[config.mk]
export PLATFORM = sky130hd
export DESIGN_NAME = wb_result_drain_flat
export DESIGN_NICKNAME = d
export VERILOG_FILES = /design/src/rtl/wb_result_drain_if.sv /design/src/rtl/wb_result_drain.sv /design/src/flat_wrapper.sv
export SDC_FILE = /design/constraint.sdc
export NUM_CORES = 1
export LEC_CHECK = 0
export CORE_AREA = 2 2 291 293
export DETAILED_ROUTE_END_ITERATION = 8
export DIE_AREA = 0 0 293 295
export GPL_ROUTABILITY_DRIVEN = 0
export PLACE_DENSITY_LB_ADDON = 0.25
export SYNTH_ARGS = -nofsm -noshare
export SYNTH_HDL_FRONTEND = slang
export SYNTH_SLANG_ARGS = --single-unit
[constraint.sdc]
create_clock -name clk -period 21.2 [get_ports clk]
set_input_delay 3.18 -clock clk [delete_from_list [all_inputs] [get_ports clk]]
set_output_delay 3.18 -clock clk [all_outputs]
set_load 0.05 [all_outputs]
[src/rtl/wb_result_drain_if.sv]
// Writeback result bundle bus: execute-side bundle in, register/memory/redirect write ports out.
// Latency: n/a (wires only); backpressure: busy from the drain stalls the execute side.
`timescale 1ns/1ps
interface wb_result_drain_if #(
    parameter int DATA_W = 64,
    parameter int ADDR_W = 32
);
    logic              valid_in;
    logic              res1_wb, res2_wb, res3_wb, res4_wb;
    logic [DATA_W-1:0] res1, res2, res3, res4;
    logic              res1_is_reg, res2_is_reg, res3_is_reg, res4_is_reg;
    logic [ADDR_W-1:0] res1_dest, res2_dest, res3_dest, res4_dest;
    logic [1:0]        res1_size, res2_size, res3_size, res4_size;
    logic              load_eip_in_res1, load_segReg_in_res1;
    logic              load_eip_in_res2, load_segReg_in_res2;
    logic [31:0]       eip_in;
    logic              busy;
    logic              reg_we;
    logic [ADDR_W-1:0] reg_id;
    logic [DATA_W-1:0] reg_data;
    logic [1:0]        reg_size;
`ifdef WB_DUAL_REG_EN
    logic              reg2_we;
    logic [ADDR_W-1:0] reg2_id;
    logic [DATA_W-1:0] reg2_data;
    logic [1:0]        reg2_size;
`endif
    logic              mem_req;
    logic [ADDR_W-1:0] mem_addr;
    logic [DATA_W-1:0] mem_data;
    logic [1:0]        mem_size;
    logic              mem_ack;
    logic              eip_ld, seg_ld;
    logic [DATA_W-1:0] redir_data;
    logic [31:0]       eip_out;
    logic              overrun;

    modport slave (
        input  valid_in, res1_wb, res2_wb, res3_wb, res4_wb, res1, res2, res3, res4,
               res1_is_reg, res2_is_reg, res3_is_reg, res4_is_reg,
               res1_dest, res2_dest, res3_dest, res4_dest,
               res1_size, res2_size, res3_size, res4_size,
               load_eip_in_res1, load_segReg_in_res1, load_eip_in_res2, load_segReg_in_res2,
               eip_in, mem_ack,
        output busy, reg_we, reg_id, reg_data, reg_size,
`ifdef WB_DUAL_REG_EN
               reg2_we, reg2_id, reg2_data, reg2_size,
`endif
               mem_req, mem_addr, mem_data, mem_size,
               eip_ld, seg_ld, redir_data, eip_out, overrun
    );

    modport master (
        output valid_in, res1_wb, res2_wb, res3_wb, res4_wb, res1, res2, res3, res4,
               res1_is_reg, res2_is_reg, res3_is_reg, res4_is_reg,
               res1_dest, res2_dest, res3_dest, res4_dest,
               res1_size, res2_size, res3_size, res4_size,
               load_eip_in_res1, load_segReg_in_res1, load_eip_in_res2, load_segReg_in_res2,
               eip_in, mem_ack,
        input  busy, reg_we, reg_id, reg_data, reg_size,
`ifdef WB_DUAL_REG_EN
               reg2_we, reg2_id, reg2_data, reg2_size,
`endif
               mem_req, mem_addr, mem_data, mem_size,
               eip_ld, seg_ld, redir_data, eip_out, overrun
    );
endinterface

[src/rtl/wb_result_drain.sv]
// Captures a 4-slot result bundle and retires slots in order to reg/redirect/memory ports (WB_DUAL_REG_EN: paired reg writes).
// Latency: capture edge + 1 cycle per reg/redirect slot + (1 + ack wait) per memory slot.
// Backpressure: busy holds upstream while draining; memory slots wait on mem_ack.
`timescale 1ns/1ps
module wb_result_drain #(
    parameter int DATA_W = 64,
    parameter int ADDR_W = 32
) (
    input  logic              clk,
    input  logic              rst,
    wb_result_drain_if.slave  bus
);
    typedef enum logic {IDLE, DRAIN} state_t;

    state_t            state;
    logic [DATA_W-1:0] s_data [4];
    logic [ADDR_W-1:0] s_dest [4];
    logic [1:0]        s_size [4];
    logic [3:0]        s_is_reg;
    logic [3:0]        pend;
    logic [1:0]        cur;
    logic [1:0]        eip_tag, seg_tag;
    logic [31:0]       eip_r;
    logic              overrun_r;

    logic [3:0]        in_wb, in_is_reg;
    logic [DATA_W-1:0] in_data [4];
    logic [ADDR_W-1:0] in_dest [4];
    logic [1:0]        in_size [4];

    logic              draining, cur_redir, do_redir, do_reg, do_mem;
    logic [3:0]        retire_mask, pend_nxt;
`ifdef WB_DUAL_REG_EN
    logic [3:0]        rest;
    logic [1:0]        nxt;
    logic              do_dual;
`endif

    function automatic logic [1:0] first_idx(input logic [3:0] m);
        if (m[0])      return 2'd0;
        else if (m[1]) return 2'd1;
        else if (m[2]) return 2'd2;
        else           return 2'd3;
    endfunction

    always_comb begin
        in_wb      = {bus.res4_wb, bus.res3_wb, bus.res2_wb, bus.res1_wb};
        in_is_reg  = {bus.res4_is_reg, bus.res3_is_reg, bus.res2_is_reg, bus.res1_is_reg};
        in_data[0] = bus.res1;      in_data[1] = bus.res2;
        in_data[2] = bus.res3;      in_data[3] = bus.res4;
        in_dest[0] = bus.res1_dest; in_dest[1] = bus.res2_dest;
        in_dest[2] = bus.res3_dest; in_dest[3] = bus.res4_dest;
        in_size[0] = bus.res1_size; in_size[1] = bus.res2_size;
        in_size[2] = bus.res3_size; in_size[3] = bus.res4_size;
    end

    // Only slots 1/2 carry redirect tags; a tag outranks is_reg.
    always_comb begin
        draining  = (state == DRAIN);
        cur_redir = !cur[1] && (eip_tag[cur[0]] || seg_tag[cur[0]]);
        do_redir  = draining && cur_redir;
        do_reg    = draining && !cur_redir && s_is_reg[cur];
        do_mem    = draining && !cur_redir && !s_is_reg[cur];
        retire_mask = 4'b0000;
        if (do_redir || do_reg || (do_mem && bus.mem_ack))
            retire_mask[cur] = 1'b1;
`ifdef WB_DUAL_REG_EN
        rest    = pend & ~(4'b0001 << cur);
        nxt     = first_idx(rest);
        do_dual = do_reg && (rest != 4'b0000) && s_is_reg[nxt]
                  && (nxt[1] || !(eip_tag[nxt[0]] || seg_tag[nxt[0]]))
                  && (s_dest[nxt] != s_dest[cur]);
        if (do_dual)
            retire_mask[nxt] = 1'b1;
`endif
        pend_nxt = pend & ~retire_mask;
    end

    always_comb begin
        bus.busy       = draining;
        bus.eip_out    = eip_r;
        bus.overrun    = overrun_r;
        bus.reg_we     = do_reg;
        bus.reg_id     = do_reg ? s_dest[cur] : '0;
        bus.reg_data   = do_reg ? s_data[cur] : '0;
        bus.reg_size   = do_reg ? s_size[cur] : '0;
        bus.mem_req    = do_mem;
        bus.mem_addr   = do_mem ? s_dest[cur] : '0;
        bus.mem_data   = do_mem ? s_data[cur] : '0;
        bus.mem_size   = do_mem ? s_size[cur] : '0;
        bus.eip_ld     = do_redir && eip_tag[cur[0]];
        bus.seg_ld     = do_redir && seg_tag[cur[0]];
        bus.redir_data = do_redir ? s_data[cur] : '0;
`ifdef WB_DUAL_REG_EN
        bus.reg2_we    = do_dual;
        bus.reg2_id    = do_dual ? s_dest[nxt] : '0;
        bus.reg2_data  = do_dual ? s_data[nxt] : '0;
        bus.reg2_size  = do_dual ? s_size[nxt] : '0;
`endif
    end

    always_ff @(posedge clk or posedge rst) begin
        if (rst) begin
            state     <= IDLE;
            pend      <= 4'b0000;
            cur       <= 2'd0;
            s_is_reg  <= 4'b0000;
            eip_tag   <= 2'b00;
            seg_tag   <= 2'b00;
            eip_r     <= 32'd0;
            overrun_r <= 1'b0;
            for (int i = 0; i < 4; i++) begin
                s_data[i] <= '0;
                s_dest[i] <= '0;
                s_size[i] <= '0;
            end
        end else begin
            if (bus.valid_in && draining)
                overrun_r <= 1'b1;
            case (state)
                IDLE: begin
                    if (bus.valid_in && (in_wb != 4'b0000)) begin
                        for (int i = 0; i < 4; i++) begin
                            s_data[i] <= in_data[i];
                            s_dest[i] <= in_dest[i];
                            s_size[i] <= in_size[i];
                        end
                        s_is_reg <= in_is_reg;
                        eip_tag  <= {bus.load_eip_in_res2, bus.load_eip_in_res1};
                        seg_tag  <= {bus.load_segReg_in_res2, bus.load_segReg_in_res1};
                        eip_r    <= bus.eip_in;
                        pend     <= in_wb;
                        cur      <= first_idx(in_wb);
                        state    <= DRAIN;
                    end
                end
                DRAIN: begin
                    if (retire_mask != 4'b0000) begin
                        pend <= pend_nxt;
                        cur  <= first_idx(pend_nxt);
                        if (pend_nxt == 4'b0000)
                            state <= IDLE;
                    end
                end
                default: state <= IDLE;
            endcase
        end
    end
endmodule
[src/flat_wrapper.sv]
// flat-port wrapper written by rule: the top's interface ports become plain ports
module wb_result_drain_flat 
#(
    parameter int DATA_W = 64,
    parameter int ADDR_W = 32
)
  (clk, rst, bus_valid_in, bus_res1_wb, bus_res2_wb, bus_res3_wb, bus_res4_wb, bus_res1, bus_res2, bus_res3, bus_res4, bus_res1_is_reg, bus_res2_is_reg, bus_res3_is_reg, bus_res4_is_reg, bus_res1_dest, bus_res2_dest, bus_res3_dest, bus_res4_dest, bus_res1_size, bus_res2_size, bus_res3_size, bus_res4_size, bus_load_eip_in_res1, bus_load_segReg_in_res1, bus_load_eip_in_res2, bus_load_segReg_in_res2, bus_eip_in, bus_mem_ack, bus_busy, bus_reg_we, bus_reg_id, bus_reg_data, bus_reg_size, bus_mem_req, bus_mem_addr, bus_mem_data, bus_mem_size, bus_eip_ld, bus_seg_ld, bus_redir_data, bus_eip_out, bus_overrun);
  wb_result_drain_if #(.DATA_W(DATA_W), .ADDR_W(ADDR_W)) bus_i ();
  input  logic clk;
  input  logic rst;
  input wire logic [$bits(bus_i.valid_in)-1:0] bus_valid_in;
  input wire logic [$bits(bus_i.res1_wb)-1:0] bus_res1_wb;
  input wire logic [$bits(bus_i.res2_wb)-1:0] bus_res2_wb;
  input wire logic [$bits(bus_i.res3_wb)-1:0] bus_res3_wb;
  input wire logic [$bits(bus_i.res4_wb)-1:0] bus_res4_wb;
  input wire logic [$bits(bus_i.res1)-1:0] bus_res1;
  input wire logic [$bits(bus_i.res2)-1:0] bus_res2;
  input wire logic [$bits(bus_i.res3)-1:0] bus_res3;
  input wire logic [$bits(bus_i.res4)-1:0] bus_res4;
  input wire logic [$bits(bus_i.res1_is_reg)-1:0] bus_res1_is_reg;
  input wire logic [$bits(bus_i.res2_is_reg)-1:0] bus_res2_is_reg;
  input wire logic [$bits(bus_i.res3_is_reg)-1:0] bus_res3_is_reg;
  input wire logic [$bits(bus_i.res4_is_reg)-1:0] bus_res4_is_reg;
  input wire logic [$bits(bus_i.res1_dest)-1:0] bus_res1_dest;
  input wire logic [$bits(bus_i.res2_dest)-1:0] bus_res2_dest;
  input wire logic [$bits(bus_i.res3_dest)-1:0] bus_res3_dest;
  input wire logic [$bits(bus_i.res4_dest)-1:0] bus_res4_dest;
  input wire logic [$bits(bus_i.res1_size)-1:0] bus_res1_size;
  input wire logic [$bits(bus_i.res2_size)-1:0] bus_res2_size;
  input wire logic [$bits(bus_i.res3_size)-1:0] bus_res3_size;
  input wire logic [$bits(bus_i.res4_size)-1:0] bus_res4_size;
  input wire logic [$bits(bus_i.load_eip_in_res1)-1:0] bus_load_eip_in_res1;
  input wire logic [$bits(bus_i.load_segReg_in_res1)-1:0] bus_load_segReg_in_res1;
  input wire logic [$bits(bus_i.load_eip_in_res2)-1:0] bus_load_eip_in_res2;
  input wire logic [$bits(bus_i.load_segReg_in_res2)-1:0] bus_load_segReg_in_res2;
  input wire logic [$bits(bus_i.eip_in)-1:0] bus_eip_in;
  input wire logic [$bits(bus_i.mem_ack)-1:0] bus_mem_ack;
  output wire logic [$bits(bus_i.busy)-1:0] bus_busy;
  output wire logic [$bits(bus_i.reg_we)-1:0] bus_reg_we;
  output wire logic [$bits(bus_i.reg_id)-1:0] bus_reg_id;
  output wire logic [$bits(bus_i.reg_data)-1:0] bus_reg_data;
  output wire logic [$bits(bus_i.reg_size)-1:0] bus_reg_size;
  output wire logic [$bits(bus_i.mem_req)-1:0] bus_mem_req;
  output wire logic [$bits(bus_i.mem_addr)-1:0] bus_mem_addr;
  output wire logic [$bits(bus_i.mem_data)-1:0] bus_mem_data;
  output wire logic [$bits(bus_i.mem_size)-1:0] bus_mem_size;
  output wire logic [$bits(bus_i.eip_ld)-1:0] bus_eip_ld;
  output wire logic [$bits(bus_i.seg_ld)-1:0] bus_seg_ld;
  output wire logic [$bits(bus_i.redir_data)-1:0] bus_redir_data;
  output wire logic [$bits(bus_i.eip_out)-1:0] bus_eip_out;
  output wire logic [$bits(bus_i.overrun)-1:0] bus_overrun;
  assign bus_i.valid_in = bus_valid_in;
  assign bus_i.res1_wb = bus_res1_wb;
  assign bus_i.res2_wb = bus_res2_wb;
  assign bus_i.res3_wb = bus_res3_wb;
  assign bus_i.res4_wb = bus_res4_wb;
  assign bus_i.res1 = bus_res1;
  assign bus_i.res2 = bus_res2;
  assign bus_i.res3 = bus_res3;
  assign bus_i.res4 = bus_res4;
  assign bus_i.res1_is_reg = bus_res1_is_reg;
  assign bus_i.res2_is_reg = bus_res2_is_reg;
  assign bus_i.res3_is_reg = bus_res3_is_reg;
  assign bus_i.res4_is_reg = bus_res4_is_reg;
  assign bus_i.res1_dest = bus_res1_dest;
  assign bus_i.res2_dest = bus_res2_dest;
  assign bus_i.res3_dest = bus_res3_dest;
  assign bus_i.res4_dest = bus_res4_dest;
  assign bus_i.res1_size = bus_res1_size;
  assign bus_i.res2_size = bus_res2_size;
  assign bus_i.res3_size = bus_res3_size;
  assign bus_i.res4_size = bus_res4_size;
  assign bus_i.load_eip_in_res1 = bus_load_eip_in_res1;
  assign bus_i.load_segReg_in_res1 = bus_load_segReg_in_res1;
  assign bus_i.load_eip_in_res2 = bus_load_eip_in_res2;
  assign bus_i.load_segReg_in_res2 = bus_load_segReg_in_res2;
  assign bus_i.eip_in = bus_eip_in;
  assign bus_i.mem_ack = bus_mem_ack;
  assign bus_busy = bus_i.busy;
  assign bus_reg_we = bus_i.reg_we;
  assign bus_reg_id = bus_i.reg_id;
  assign bus_reg_data = bus_i.reg_data;
  assign bus_reg_size = bus_i.reg_size;
  assign bus_mem_req = bus_i.mem_req;
  assign bus_mem_addr = bus_i.mem_addr;
  assign bus_mem_data = bus_i.mem_data;
  assign bus_mem_size = bus_i.mem_size;
  assign bus_eip_ld = bus_i.eip_ld;
  assign bus_seg_ld = bus_i.seg_ld;
  assign bus_redir_data = bus_i.redir_data;
  assign bus_eip_out = bus_i.eip_out;
  assign bus_overrun = bus_i.overrun;
  wb_result_drain #(.DATA_W(DATA_W), .ADDR_W(ADDR_W)) u_core (.clk(clk), .rst(rst), .bus(bus_i));
endmodule
Yosys cells after proc, flatten, opt, wreduce, memory -nomap -nowiden
Index checks and enable logic that the tools add are counted. Widths: inputs -> output; s select.

Register bits: 440. Input bits: 440. Output and inout bits: 298. Word-level logic and storage cells: 93.

Order comparisons: 4. Equality and inequality tests: 2. Multiplexer cells: 41. Bitwise gates (word level): 4. Reductions and logical operators: 22.

Operators with widths (number): $mux 64 (5); $bmux 64 s2 (1); $mux 32 (4); $bmux 32 s2 (1); $mux 2 (10); $mux 4 (3); $logic_and 1x1->1 (11); $mux 1 (11); $pmux 4 s2 (1); $reduce_bool 4->1 (2); $and 4x4->4 (1); $bmux 2 s2 (1); $logic_not 4->1 (1); $not 4->4 (1); $pmux 2 s2 (1); $reduce_and 2->1 (2); $ge 3x3->1 const B (1); $logic_not 1->1 (3); $logic_or 1x1->1 (3); $lt 2x3->1 const B (1); $not 2->3 (1); $bmux 1 s2 (1); $demux 1 s2 (1); $ge 2x1->1 const B (1); other kinds (5) (5).

Logic depth before layout (Yosys ltp)
Depth in word-level cells: 17. Depth in mapped cells: 7.

Least setup slack after synthesis
Ideal clock, no wire load.

Kind: register to output. Start point: reg u_core.cur[0]. End point: out bus_mem_addr[31]. Arrival: 2175 ps. Data required time: 18020 ps. Setup slack: 15845 ps. Stages on the path, launching flop included: 6. Cell sequence: dfrtp_1 -> buf_2 -> mux4_2 -> nor3b_4 -> buf_2 -> and2_1.

Longest elaborated chain between the ends: 8. Elaborated cells on any way between the ends: 17. Those cells by class: mux (10); bitwise (1); reduce/logical (6).

Ends and longest elaborated chain: start: declaration (line wb_result_drain.sv:21) `logic [1:0] cur;`; start signal: assignment (line wb_result_drain.sv:133) `cur <= first_idx(in_wb);`; start signal: assignment (line wb_result_drain.sv:140) `cur <= first_idx(pend_nxt);`; $mux 1 (not written as such) (2 in series) (line wb_result_drain.sv:60) `cur_redir = !cur[1] && (eip_tag[cur[0]] || seg_tag[cur[0]]);`; $logic_or 1x1->1 (line wb_result_drain.sv:60); $logic_and 1x1->1 (line wb_result_drain.sv:60); $logic_not 1->1 (line wb_result_drain.sv:63) `do_mem = draining && !cur_redir && !s_is_reg[cur];`; $logic_and 1x1->1 (line wb_result_drain.sv:63); $logic_and 1x1->1 * (line wb_result_drain.sv:63); named net bus_mem_req (line flat_wrapper.sv:43) `output wire logic [$bits(bus_i.mem_req)-1:0] bus_mem_req;`; $mux 32 * (line wb_result_drain.sv:88) `bus.mem_addr = do_mem ? s_dest[cur] : '0;`; end: declaration (line flat_wrapper.sv:44) `output wire logic [$bits(bus_i.mem_addr)-1:0] bus_mem_addr;`.

Mark *: on every way through the listed nets, which the timed path passes. The rest lies on a longest branch. The select of a mux whose other input is x is not followed.

Final worst setup path
Start point: reg u_core.cur[1]. End point: out bus_reg_id[27].

Longest elaborated chain between the ends: 6. Elaborated cells on any way between the ends: 12. Those cells by class: mux (6); bitwise (1); reduce/logical (5).

Ends and longest elaborated chain: branches (longest 5 deep; another with $bmux 32 s2); $mux 32 * (line wb_result_drain.sv:84) `bus.reg_id = do_reg ? s_dest[cur] : '0;`; end: declaration (line flat_wrapper.sv:40) `output wire logic [$bits(bus_i.reg_id)-1:0] bus_reg_id;`.

Mark *: on every way between the ends. The select of a mux whose other input is x is not followed.

==> qor.yml <==
status: "finished, final reports clean"
worst_slew_pin_slew_ns: 1.08
cts_made_buffers: 52
maxCapViolCount: 0
fin_util: 0.371
grtUsageMet3: 0.0566
worstSkewPairLatency_ns: 0.59
stdcell_area_mm2: 0.0308
drt-initial-drc-count: 360
num-fill-cells: 7920
netlist_area_mm2: 0.0206
cts_root_buffer: "clkbuf_16"
cpPeakStageDelay_ns: 1.04
port_buffers: 737
p_sw_frac: 0.450
drt-total-wl_um: 66800
crit_path_start_kind: "flip-flop"
synth_edf_count: 0
clk_path_buf_depth: 3
async_flop_share: 1.00
fin_crit_ns: 7.50
die_area_mm2: 0.0864
coreArea_mm2: 0.0832
path_buf_inv: 2
final_common_cell: "clkdlybuf4s50_1"
place_inst: 3118
ys.flop_type: "dfrtp_1"
hold_violations: 0
grt_first_pass_wirelength_um: 97600
cp_top_family: "buffers and inverters"
dr.pass1.iters: 4
yosys_register_bits: 440
clkTransAtPathRegs_ns: 0.06
post-route-period-util: 0.354
max_freq_ghz: 0.133
largest_reg_flops: 256
top_usage_layer: "met2"
layout_common_cells: "clkdlybuf4s50_1 (737), dfrtp_1 (438), mux2_2 (435)"
synthToLayoutAreaGrowth_pct: 50.0
grt_max_degree: 131
antenna_found_initial: 24
htreeDepth: 2
syn_inst: 1384
met2_usage: 0.269
timing.critical_path.cells: "mux4_2, nand3_4, buf_4, nor2b_1, clkdlybuf4s50_1"
clock-sinks: 440
route.detailed.drc: 0
cts_hold_buf: 0
p_leak_nw: 12.0
crit_required_ns: 18.02
rsz0062_at_grt: "no"
path_class: "flip-flop to output port"
grt_pass1_vias: 15300
setup_tns_ns: 0
crit_path_end_kind: "output port"
wire_per_inst_um: 20.7
drive_above_1_share: 0.301
skew_ns: 0.0256
final_cells: 3226
grt_overflow: 0
setup_viol: 0
seqCellArea_mm2: 0.0110
io_pins: 738
met1_usage: 0.165
multi_input_area_mm2: 0.00908
die_width_um: 293
ant_nets: 0
p_comb_frac: 0.593
synth_cell_types: 36
finalNetCount: 2532
seqPwrFrac: 0.253
via_count: 14200
slew_headroom: 0.281
pwr-share-clk: 0.153
arrival_ns: 4.32
internal_power_mw: 3.36
start_util: 0.247
worstHoldPathType: "flip-flop to flip-flop"
slew_viol_final: 0
worst-path-max-fanout: 58
syn-num-nets: 1824
dpl-instance-area_mm2: 0.0290
max-vdd-ir-drop_mv: 0.109
largest_register: "u_core.s_data"
syn_area_per_cell_um2: 14.8
cts_tree: "yes"
power.density_mw_per_mm2: 198
seq_area_frac_synth: 0.536
cts_resized: 0
track_usage: 0.149
row_count: 106
ys_warn_count: 0
post_cts_buffers: 0
p_switching_mw: 2.74
hpwl_um: 48800
fp.dieH_um: 295
crit_path_top_delay_cell: "dfrtp_4"
viasPerCell: 4.39
cell usage after synthesis, types with 3 or more instances:
library cell,n,area share
mux2_2,435,0.24
nor2_1,4,0.00073
o21ai_0,3,0.00073
buf_2,55,0.013
mux2i_1,5,0.0024
mux4_2,99,0.11
nor2b_1,99,0.030
dfrtp_1,440,0.54
o211ai_1,3,0.0011
nor3_1,4,0.00097
and2_1,162,0.049
clkbuf_1,41,0.0075
inv_1,7,0.0013
per-layer routing:
metal | routed length [µm] | vias to the layer above
met4 | 1150 | 30
met3 | 5910 | 97
met2 | 34400 | 496
li1 | - | 6368
met5 | 178 | -
met1 | 25100 | 7165
metrics by stage:
stage               hold slack [ns]  worst slack [ns]  total power, mW
floorplan                     0.475              5.76             4.01
global placement              0.452             13.27             5.17
detailed placement            0.456             13.21             5.23
CTS                           0.471             13.39             6.20
global route                  0.486             13.39             6.41
finish                        0.464             13.70             6.10
path summary, 6_finish.rpt:
kind / end / start / slack [ns] / cells past startpoint
min in group asynchronous: u_core.bus.eip_out[11] / rst / 3.14 / 2
worst max register to register: u_core.s_data[114] / u_core.bus.busy / 16.36 / 6
worst max-delay path: bus_reg_id[27] / u_core.cur[1] / 13.70 / 5
max in group asynchronous: u_core.s_data[233] / rst / 15.88 / 4
worst min register to register: u_core.bus.overrun / u_core.bus.overrun / 0.46 / 1
worst min-delay path: u_core.bus.overrun / u_core.bus.overrun / 0.46 / 1
logic make-up after synthesis:
family / after synthesis / share of synthesized area
multiplexers: 539 / 0.349
flip-flops: 440 / 0.536
AND/OR/NAND/NOR: 281 / 0.0854
buffers and inverters: 106 / 0.0233
AO/OA/AOI/OAI: 18 / 0.00627
power by group through the flow:
stage / Sequential (mW) / Combinational, mW / Clock (mW)
6_report: 1.54 / 3.62 / 0.935
5_1_grt: 1.60 / 3.80 / 1.01
4_1_cts: 1.56 / 3.68 / 0.969
3_5_place_dp: 1.57 / 3.67 / 0
3_3_place_gp: 1.55 / 3.63 / 0
2_1_floorplan: 1.54 / 2.47 / 0
final cells by class:
| class | count | area share |
|---|---|---|
| clock buffers | 78 | 0.0500 |
| well taps | 1080 | 0.0438 |
| flip-flops and latches | 440 | 0.357 |
| multi-input cells | 838 | 0.295 |
| inverters | 7 | 0.00110 |
| repair buffers | 753 | 0.244 |
| diodes | 11 | 0.000893 |
| clock inverters | 19 | 0.00840 |
No activity file was read; power rests on OpenSTA's default activity.
==> variant: new RTL, config.mk and constraints unchanged <==
`ADDR_W` is set to 32 in 3 places; all go to 16.
--- a/src/rtl/wb_result_drain_if.sv
+++ b/src/rtl/wb_result_drain_if.sv
@@ -3,7 +3,7 @@
 `timescale 1ns/1ps
 interface wb_result_drain_if #(
     parameter int DATA_W = 64,
-    parameter int ADDR_W = 32
+    parameter int ADDR_W = 16
 );
     logic              valid_in;
     logic              res1_wb, res2_wb, res3_wb, res4_wb;
--- a/src/rtl/wb_result_drain.sv
+++ b/src/rtl/wb_result_drain.sv
@@ -4,7 +4,7 @@
 `timescale 1ns/1ps
 module wb_result_drain #(
     parameter int DATA_W = 64,
-    parameter int ADDR_W = 32
+    parameter int ADDR_W = 16
 ) (
     input  logic              clk,
     input  logic              rst,
--- a/src/flat_wrapper.sv
+++ b/src/flat_wrapper.sv
@@ -2,7 +2,7 @@
 module wb_result_drain_flat 
 #(
     parameter int DATA_W = 64,
-    parameter int ADDR_W = 32
+    parameter int ADDR_W = 16
 )
   (clk, rst, bus_valid_in, bus_res1_wb, bus_res2_wb, bus_res3_wb, bus_res4_wb, bus_res1, bus_res2, bus_res3, bus_res4, bus_res1_is_reg, bus_res2_is_reg, bus_res3_is_reg, bus_res4_is_reg, bus_res1_dest, bus_res2_dest, bus_res3_dest, bus_res4_dest, bus_res1_size, bus_res2_size, bus_res3_size, bus_res4_size, bus_load_eip_in_res1, bus_load_segReg_in_res1, bus_load_eip_in_res2, bus_load_segReg_in_res2, bus_eip_in, bus_mem_ack, bus_busy, bus_reg_we, bus_reg_id, bus_reg_data, bus_reg_size, bus_mem_req, bus_mem_addr, bus_mem_data, bus_mem_size, bus_eip_ld, bus_seg_ld, bus_redir_data, bus_eip_out, bus_overrun);
   wb_result_drain_if #(.DATA_W(DATA_W), .ADDR_W(ADDR_W)) bus_i ();
Ports: changed (6 resized); port bits go from 738 to 642. No check against the original RTL was run, so the function may have changed too.
==> variant against the original RTL <==
- design area fell by 13%
- wire length fell by 3.3%
- first-iteration DRC count rose by 130%
- sequential cell count fell by 64
- largest cell class unchanged
- die area did not move
- setup slack improved by 0.20 ns
- critical path type unchanged
- power fell by 24%
- synthesized area fell by 12%
- highest routed layer unchanged
==> variant: results (changes against the original RTL) <==
status: finished, final reports clean (unchanged)
worst min path class: reg -> reg (unchanged)
beginning of the critical path: u_core.cur[0] (was u_core.cur[1])
drt total wl: 64,600 µm (was 66,800 µm)
vias in the first global route: 16.1k (was 15.3k)
WP data arrival: 4.12 ns (was 4.32 ns)
first-pass GRT wire length: 97,100 µm (was 97,600 µm)
synth top area cells: dfrtp_1 52%, nand2_1 23%, mux4_2 10% (was dfrtp_1 54%, mux2_2 24%, mux4_2 11%)
Post-synth top cells: 1,108 x nand2_1, 376 x dfrtp_1, 147 x and2_1, 82 x mux4_2, 64 x nor2b_1 (was 440 x dfrtp_1, 435 x mux2_2, 162 x and2_1, 99 x mux4_2, 99 x nor2b_1)
number of flip-flops in the largest register: 256 (unchanged)
crit path max fanout: 46 (was 58)
cts bufs inserted: 45 (was 52)
syn nets: 2,358 (was 1,824)
predominant post-synthesis flop cell: dfrtp_1 (unchanged)
PostCTS Resize Cnt: 0 (unchanged)
Least-Margin Pin Slew: 1.02 ns (was 1.08 ns)
clock root buffer: clkbuf_16 (unchanged)
port bufs: 641 (was 737)
Vias: 15.4k (was 14.2k)
Ys Warns: 0 (unchanged)
antenna violations before repair: 11 (was 24)
setup slack, reg-to-reg: 18.12 ns (was 16.36 ns)
drt first pass iters: 5 (was 4)
# nets final: 2,937 (was 2,532)
P_leak: 12.3 nW (was 12.0 nW)
Fin Clk Skew: 0.0110 ns (was 0.0256 ns)
worst hold path endpoint: u_core.bus.overrun (unchanged)
Worst-Skew Late Latency: 0.56 ns (was 0.59 ns)
DRT iter0 DRCs: 821 (was 360)
layout cells sized above 1: 7.88% (was 30.1%)
post-synthesis async set-or-reset flop share: 100% (unchanged)
reg-to-reg endpoint: u_core.s_data[230] (was u_core.s_data[114])
largest net degree at the start of global routing: 191 (was 131)
worst r2r src: u_core.bus.busy (unchanged)
worst IR drop on VDD: 0.0972 mV (was 0.109 mV)
Detail Placement HPWL: 46,700 µm (was 48,800 µm)
final hold slack: 0.458 ns (was 0.464 ns)
All-Layer GR Usage: 14.5% (was 14.9%)
hold path depth: 1 (unchanged)
Yosys cell types: 46 (was 36)
sequential share of the synthesized area: 52.3% (was 53.6%)
[variant: metrics by stage]
stage / util, % / power (W) / area (µm²) / setup WS [ns] / instances
final: 32.2 / 0.00466 / 26700 / 13.90 / 3677
after global routing: 32.1 / 0.00496 / 26700 / 13.63 / 3672
after CTS: 32.1 / 0.00474 / 26700 / 13.74 / 3669
after detailed placement: 30.4 / 0.00396 / 25300 / 14.26 / 3594
after global placement: 30.4 / 0.00390 / 25300 / 14.38 / 3594
after floorplan: - / 0.00305 / 18000 / 7.58 / 1982
[variant: logic make-up (layout without fill, tap and decap cells)]
family | after synthesis | count (layout) | synth area share [%]
and+or+nand+nor | 1358 | 1358 | 32.1
DFF | 376 | 376 | 52.3
buffers and inverters | 133 | 740 | 3.64
muxes | 93 | 93 | 10.9
AOI/OAI and AO/OA | 22 | 22 | 0.960
other | 0 | 8 | 0
[variant: how the worst max path moves through the flow]
stage                              to  slack, ns
global placement    u_core.s_dest[20]      14.38
floorplan             u_core.bus.busy       7.58
global route            bus_reg_id[8]      13.63
detailed placement  u_core.s_dest[52]      14.26
CTS                  bus_reg_data[46]      13.74
finish               bus_reg_data[38]      13.90
[variant: per-layer routing]
| layer | track usage, % | part of all wire (%) |
|---|---|---|
| met5 | 0 | 0.098 |
| met3 | 3.98 | 6.6 |
| met1 | 17.8 | 41 |
| met2 | 24.7 | 49 |
| met4 | 4.48 | 2.6 |
[variant: final cells by class]
| type | count | area, µm² |
|---|---|---|
| fillers | 8642 | 56400 |
| flip-flops and latches | 376 | 9420 |
| multi-input cells | 1473 | 7940 |
| repair buffers | 660 | 6570 |
| well taps | 1080 | 1350 |
| clock buffers | 62 | 1290 |
| clock inverters | 13 | 124 |
| inverters | 5 | 26.3 |
| diodes | 8 | 20.0 |
[variant: worst max-delay path, cell delays in order, from the launching register on]
cell	delay [ns]
dfrtp_4	0.74
nor3_2	0.09
a211o_2	0.42
or3b_4	0.73
buf_4	0.67
nor2b_1	0.13
clkdlybuf4s50_1	0.73
[variant: power by group]
part           internal (W)  total, W  switching (W)
combinational      0.000977   0.00265        0.00168
sequential          0.00105   0.00126       0.000207
clock              0.000447  0.000753       0.000306
total               0.00248   0.00466        0.00219
